==> src/rtl/spike_flit_injector.sv <==
`default_nettype none
// ============================================================================
//  Module      : spike_flit_injector
//  Description : Round-robin multi-source spike packet injector with a
//                packet FIFO and an MSB-first flit serialiser for the router
//                local input port.
//  Revision    : 1.0 - initial release
// ============================================================================
module spike_flit_injector #(
    parameter int PACKET_W     = 32,
    parameter int FLIT_W       = 4,
    parameter int N_SRC        = 2,
    parameter int DEPTH        = 8,
    parameter int DEPTH_BITS   = 3,
    parameter int DROP_ON_FULL = 0
) (
    input  logic                      clk,
    input  logic                      rst_n,
    input  logic [N_SRC-1:0]          src_valid,
    input  logic [N_SRC*PACKET_W-1:0] src_packet,
    output logic [N_SRC-1:0]          src_ready,
    output logic [FLIT_W-1:0]         flit_out,
    output logic                      write_req,
    input  logic                      router_full,
    output logic [DEPTH_BITS:0]       fifo_count,
    output logic [7:0]                drop_cnt,
    output logic                      idle
);

    localparam int c_FLITS = PACKET_W / FLIT_W;
    localparam int c_IDX_W = $clog2(c_FLITS);
    localparam int c_SRC_W = (N_SRC > 1) ? $clog2(N_SRC) : 1;

    localparam logic [0:0] c_ST_IDLE = 1'b0;
    localparam logic [0:0] c_ST_SEND = 1'b1;

    logic [PACKET_W-1:0]   w_src_pkt [N_SRC];
    logic [PACKET_W-1:0]   r_mem     [DEPTH];
    logic [DEPTH_BITS-1:0] r_wr_ptr;
    logic [DEPTH_BITS-1:0] r_rd_ptr;
    logic [DEPTH_BITS:0]   r_count;
    logic [c_SRC_W-1:0]    r_rr_ptr;
    logic [0:0]            r_state;
    logic [PACKET_W-1:0]   r_shreg;
    logic [c_IDX_W-1:0]    r_flit_idx;

    logic                  w_any_valid;
    logic [c_SRC_W-1:0]    w_grant_idx;
    logic [c_SRC_W-1:0]    w_cand;
    logic [c_SRC_W-1:0]    w_next_rr;
    logic                  w_grant_en;
    logic                  w_full;
    logic                  w_nempty;
    logic                  w_push;
    logic                  w_pop;
    logic                  w_xfer;
    logic                  w_last_xfer;
    logic [PACKET_W-1:0]   w_head;
    logic [PACKET_W-1:0]   w_shifted;

    generate
        for (genvar gi = 0; gi < N_SRC; gi++) begin : g_unpack
            assign w_src_pkt[gi] = src_packet[gi*PACKET_W +: PACKET_W];
        end
    endgenerate

    // Scan from the priority pointer; iterating downward leaves the closest
    // valid source (smallest offset) as the final winner.
    always_comb begin
        w_any_valid = 1'b0;
        w_grant_idx = '0;
        w_cand      = '0;
        for (int k = N_SRC - 1; k >= 0; k--) begin
            w_cand = c_SRC_W'((int'(r_rr_ptr) + k) % N_SRC);
            if (src_valid[w_cand]) begin
                w_any_valid = 1'b1;
                w_grant_idx = w_cand;
            end
        end
    end

    assign w_next_rr = c_SRC_W'((int'(w_grant_idx) + 1) % N_SRC);
    assign w_full    = (r_count == (DEPTH_BITS+1)'(DEPTH));
    assign w_nempty  = (r_count != '0);
    assign src_ready = w_grant_en ? (N_SRC'(1) << w_grant_idx) : '0;
    assign w_push    = w_grant_en & ~w_full;

    generate
        if (DROP_ON_FULL != 0) begin : g_drop
            logic [7:0] r_drop_cnt;

            assign w_grant_en = w_any_valid;

            always_ff @(posedge clk) begin
                if (!rst_n) begin
                    r_drop_cnt <= '0;
                end else if (w_any_valid && w_full && (r_drop_cnt != 8'hFF)) begin
                    r_drop_cnt <= r_drop_cnt + 8'd1;
                end
            end

            assign drop_cnt = r_drop_cnt;
        end else begin : g_backpressure
            assign w_grant_en = w_any_valid & ~w_full;
            assign drop_cnt   = 8'd0;
        end
    endgenerate

    always_ff @(posedge clk) begin
        if (!rst_n) begin
            r_rr_ptr <= '0;
        end else if (w_grant_en) begin
            r_rr_ptr <= w_next_rr;
        end
    end

    always_ff @(posedge clk) begin
        if (w_push) begin
            r_mem[r_wr_ptr] <= w_src_pkt[w_grant_idx];
        end
    end

    assign w_head = r_mem[r_rd_ptr];

    always_ff @(posedge clk) begin
        if (!rst_n) begin
            r_wr_ptr <= '0;
            r_rd_ptr <= '0;
            r_count  <= '0;
        end else begin
            if (w_push) begin
                r_wr_ptr <= r_wr_ptr + 1'b1;
            end
            if (w_pop) begin
                r_rd_ptr <= r_rd_ptr + 1'b1;
            end
            case ({w_push, w_pop})
                2'b10:   r_count <= r_count + 1'b1;
                2'b01:   r_count <= r_count - 1'b1;
                default: r_count <= r_count;
            endcase
        end
    end

    assign w_xfer      = (r_state == c_ST_SEND) & ~router_full;
    assign w_last_xfer = w_xfer & (r_flit_idx == c_IDX_W'(c_FLITS - 1));
    // Popping on the last flit keeps back-to-back packets gap-free.
    assign w_pop       = w_nempty & ((r_state == c_ST_IDLE) | w_last_xfer);
    assign w_shifted   = {r_shreg[PACKET_W-FLIT_W-1:0], {FLIT_W{1'b0}}};

    always_ff @(posedge clk) begin
        if (!rst_n) begin
            r_state    <= c_ST_IDLE;
            r_shreg    <= '0;
            r_flit_idx <= '0;
        end else begin
            case (r_state)
                c_ST_IDLE: begin
                    if (w_nempty) begin
                        r_shreg    <= w_head;
                        r_flit_idx <= '0;
                        r_state    <= c_ST_SEND;
                    end
                end
                c_ST_SEND: begin
                    if (w_last_xfer) begin
                        r_flit_idx <= '0;
                        if (w_nempty) begin
                            r_shreg <= w_head;
                        end else begin
                            r_shreg <= w_shifted;
                            r_state <= c_ST_IDLE;
                        end
                    end else if (w_xfer) begin
                        r_shreg    <= w_shifted;
                        r_flit_idx <= r_flit_idx + 1'b1;
                    end
                end
                default: r_state <= c_ST_IDLE;
            endcase
        end
    end

    assign flit_out   = r_shreg[PACKET_W-1 -: FLIT_W];
    assign write_req  = w_xfer;
    assign fifo_count = r_count;
    assign idle       = ~w_nempty & (r_state == c_ST_IDLE);

endmodule
`default_nettype wire

==> config.mk <==
export PLATFORM = sky130hd
export DESIGN_NAME = spike_flit_injector
export DESIGN_NICKNAME = d
export VERILOG_FILES = /design/src/rtl/spike_flit_injector.sv
export SDC_FILE = /design/constraint.sdc
export NUM_CORES = 1
export LEC_CHECK = 0
export ABC_AREA = 1
export CAP_MARGIN = 30
export CORE_MARGIN = 5
export CORE_UTILIZATION = 50
export DETAILED_ROUTE_END_ITERATION = 10
export DONT_BUFFER_PORTS = 1
export PLACE_DENSITY = 0.62
export SYNTH_ARGS = -nofsm -noshare
export SYNTH_HDL_FRONTEND = slang
export SYNTH_SLANG_ARGS = --single-unit
==> constraint.sdc <==
create_clock -name clk -period 4.7 [get_ports clk]
set_input_delay 0.235 -clock clk [delete_from_list [all_inputs] [get_ports clk]]
set_output_delay 0.235 -clock clk [all_outputs]
set_load 0.05 [all_outputs]
==> run_results.csv <==
group,metric,value,unit
floorplan,die-area,0.02956,mm2
timing,min_period,3223,ps
critical_path,path_max_fanout,34,
placement,post-dp-hpwl,17050,um
power_and_ir_drop,power_density,589.7,mW/mm2
worst_hold_path,min_from,"src_packet[33]",
timing,hold_ws,37.95,ps
logic_synthesis,syn_inst,1220,
logic_synthesis,synth_cell_types,33,
global_routing,grt_use_total,20.09,%
global_routing,antenna_found_initial,0,
global_routing,grt_max_degree,70,
worst_hold_path,hp-class,"in2reg",
timing,slew_headroom,37.47,%
global_routing,grt_pass1_vias,7800,
critical_path,critical_path.startpoint_type,"flip-flop",
timing,rsz0062_at_grt,"false",
timing,final-hold-violation-count,0,
logic_synthesis,yosys_warnings,0,
global_routing,grt_first_pass_wirelength,45860,um
clock_network,cts_setup_buffers,0,
drt,drt_pass1_iterations,5,
power_and_ir_drop,peakVddDrop,0.0006413,V
clock_network,cts_sinks,306,
critical_path,crit_path_end_kind,"flip-flop",
critical_path,path_class,"reg2reg",
floorplan,start_util,50.60,%
timing,fmax,0.3103,GHz
clock_network,clock_latency,540,ps
power_and_ir_drop,p_leak,0.005413,uW
drt,vias,8509,
critical_path,worstSetupStartpoint,"fifo_count[2]",
critical_path,reg2reg_from,"fifo_count[2]",
final_layout,final_layout_size_suffix_gt1_share,10.68,%
logic_synthesis,synthesis.area,0.01311,mm2
flow_run,cap_violations,0,
drt,wl,29740,um
logic_synthesis,synth_seq_area_share,66.27,%
clock_network,cts_max_level,1,
run_status,outcome,"finished, final reports clean",
timing,skew,12.76,ps
floorplan,io_pins,89,
clock_network,path_clk_slew,60,ps
clock_network,cts_resized,0,
timing,period_share,68.58,%
final_layout,syn_to_final_growth,10.03,%
logic_synthesis,synth_area_per_cell,10.75,um2
logic_synthesis,ys_ff_latch,306,
timing,maxSlewViolCount,0,
drt,avgRoutedWirePerCell,19.16,um
critical_path,r2r_setup_slack,1480,ps
placement,io_buffers,0,
clock_network,cts_root_buf,"clkbuf_16",
timing,finalSetupViolCount,0,
placement,post_dp_cell_area,0.01333,mm2
final_layout,diodes,0,
timing,finalSetupTns,0,ps
floorplan,die_w,171.9,um
drt,drt-initial-drc-count,760,
placement,gp_congestion,0.7815,
critical_path,cp_data_arrival_time,3670,ps
floorplan,rows,59,
floorplan,die_y,171.9,um
drt,ant_nets,0,
clock_network,cts_buffers,31,
final_layout,fillers,2173,
timing,worst_slew_pin_slew,936.9,ps
drt,avgViaCountPerCell,5.483,
critical_path,worstPathRequired,5150,ps
final_layout,postLayoutCellArea,0.01443,mm2
drt,drcViolationCount,0,
clock_network,cts_hold_buf,4,
global_routing,globalRouteOverflowTotal,0,
clock_network,clockBufferDepth,3,
final_layout,final_nets,1272,
floorplan,coreArea,0.02591,mm2
clock_network,cts_tree,"yes",
-- final cells by class --
class / instances / area [um2] / share of cell area, %
Clock inverter: 20 / 254.0 / 1.761
Inverter: 32 / 121.4 / 0.8414
Tap cell: 335 / 419.2 / 2.906
Clock buffer: 34 / 787.0 / 5.456
Timing Repair Buffer: 23 / 291.5 / 2.021
Sequential cell: 306 / 8695 / 60.27
Multi-Input combinational cell: 802 / 3857 / 26.74
-- logic make-up (layout without fill, tap and decap cells) --
logic type / count (synthesis) / count (layout) / share of synthesized area, %
other cells: 1 / 8 / 0.02860
flops: 306 / 306 / 66.27
simple gates: 682 / 682 / 23.29
xor+xnor: 2 / 2 / 0.1336
compound gates: 103 / 103 / 4.667
buf+inv: 119 / 109 / 4.944
fa+ha+maj: 7 / 7 / 0.6680
-- cells in the final DEF, fill, tap and decap left out, drive strengths merged, types with 3 or more instances in the layout --
master and instances:
dfxtp 50, nand3b 27, nand3 200, conb 8, clkbuf 34, edfxtp 256, nor2 39, clkinvlp 3
o21ai 58, nor3 5, nand2 407, inv 31, buf 20, dlygate4sd3 3, ha 7, clkinv 12
bufinv 6, a21oi 44
-- per-layer routing --
| metal | vias to the layer above | wire length (um) | track usage, % |
|---|---|---|---|
| met1 | 4072 | 14050 | 31.34 |
| li1 | 4133 | - | - |
| met4 | 0 | 574 | 4.853 |
| met5 | - | 0 | 0 |
| met2 | 261 | 13270 | 30.11 |
| met3 | 43 | 1852 | 2.675 |
-- Yosys cell counts (all sizes together) --
cell type	instances	share of area, %
clkbuf	22	0.63
o21ai	58	2.4
dfxtp	50	7.6
clkinv	1	0.038
conb	1	0.029
nand4	2	0.095
xor2	1	0.067
nor3	5	0.19
nand3	200	8.5
or2	2	0.095
ha	7	0.67
edfxtp	256	59
nand2	407	12
nand3b	27	1.5
inv	31	0.89
buf	65	3.4
a21oi	44	2.2
o211ai	1	0.057
xnor2	1	0.067
nor2	39	1.1
-- where the power goes --
part           switching (uW)  internal, uW
logic                    1690           708
clock network             982          1530
registers                 297          3310
-- path summary, 6_finish.rpt --
path	cells after the start	endpoint
setup / recovery	13	fifo_count[3]
setup reg to reg	13	fifo_count[3]
hold reg to reg	2	flip-flop
hold / removal	2	r_mem[1][1]
-- flip-flops by register name (all words and copies together), names as in the netlist, named ones only --
name	flops
r_mem	256
r_shreg	32
fifo_count	4
r_flit_idx	3
r_rd_ptr	3
r_wr_ptr	3
r_rr_ptr	1
r_state	1
-- worst max-delay path: stages, from the launching register on --
cell	delay (ps)
dfxtp_1	650
inv_1	240
nand3_4	170
nand2_4	260
inv_1	300
ha_1	270
nor2_1	50
nor2_1	210
nand3_1	90
nand2_1	100
nand4_1	80
nand2_1	90
dlygate4sd3_1	550
nor2_1	40
-- through the flow --
stage,utilization (%),total power (uW),std cells,setup slack [ps]
2_1_floorplan,-,5506,1227,789.9
3_3_place_gp,51.00,5988,1488,1462
3_5_place_dp,51.46,6053,1494,1475
4_1_cts,55.67,8569,1552,1477
5_1_grt,55.67,8995,1552,1208
6_report,55.67,8507,1552,1477
Note: power is estimated with default switching activity, not from simulation.
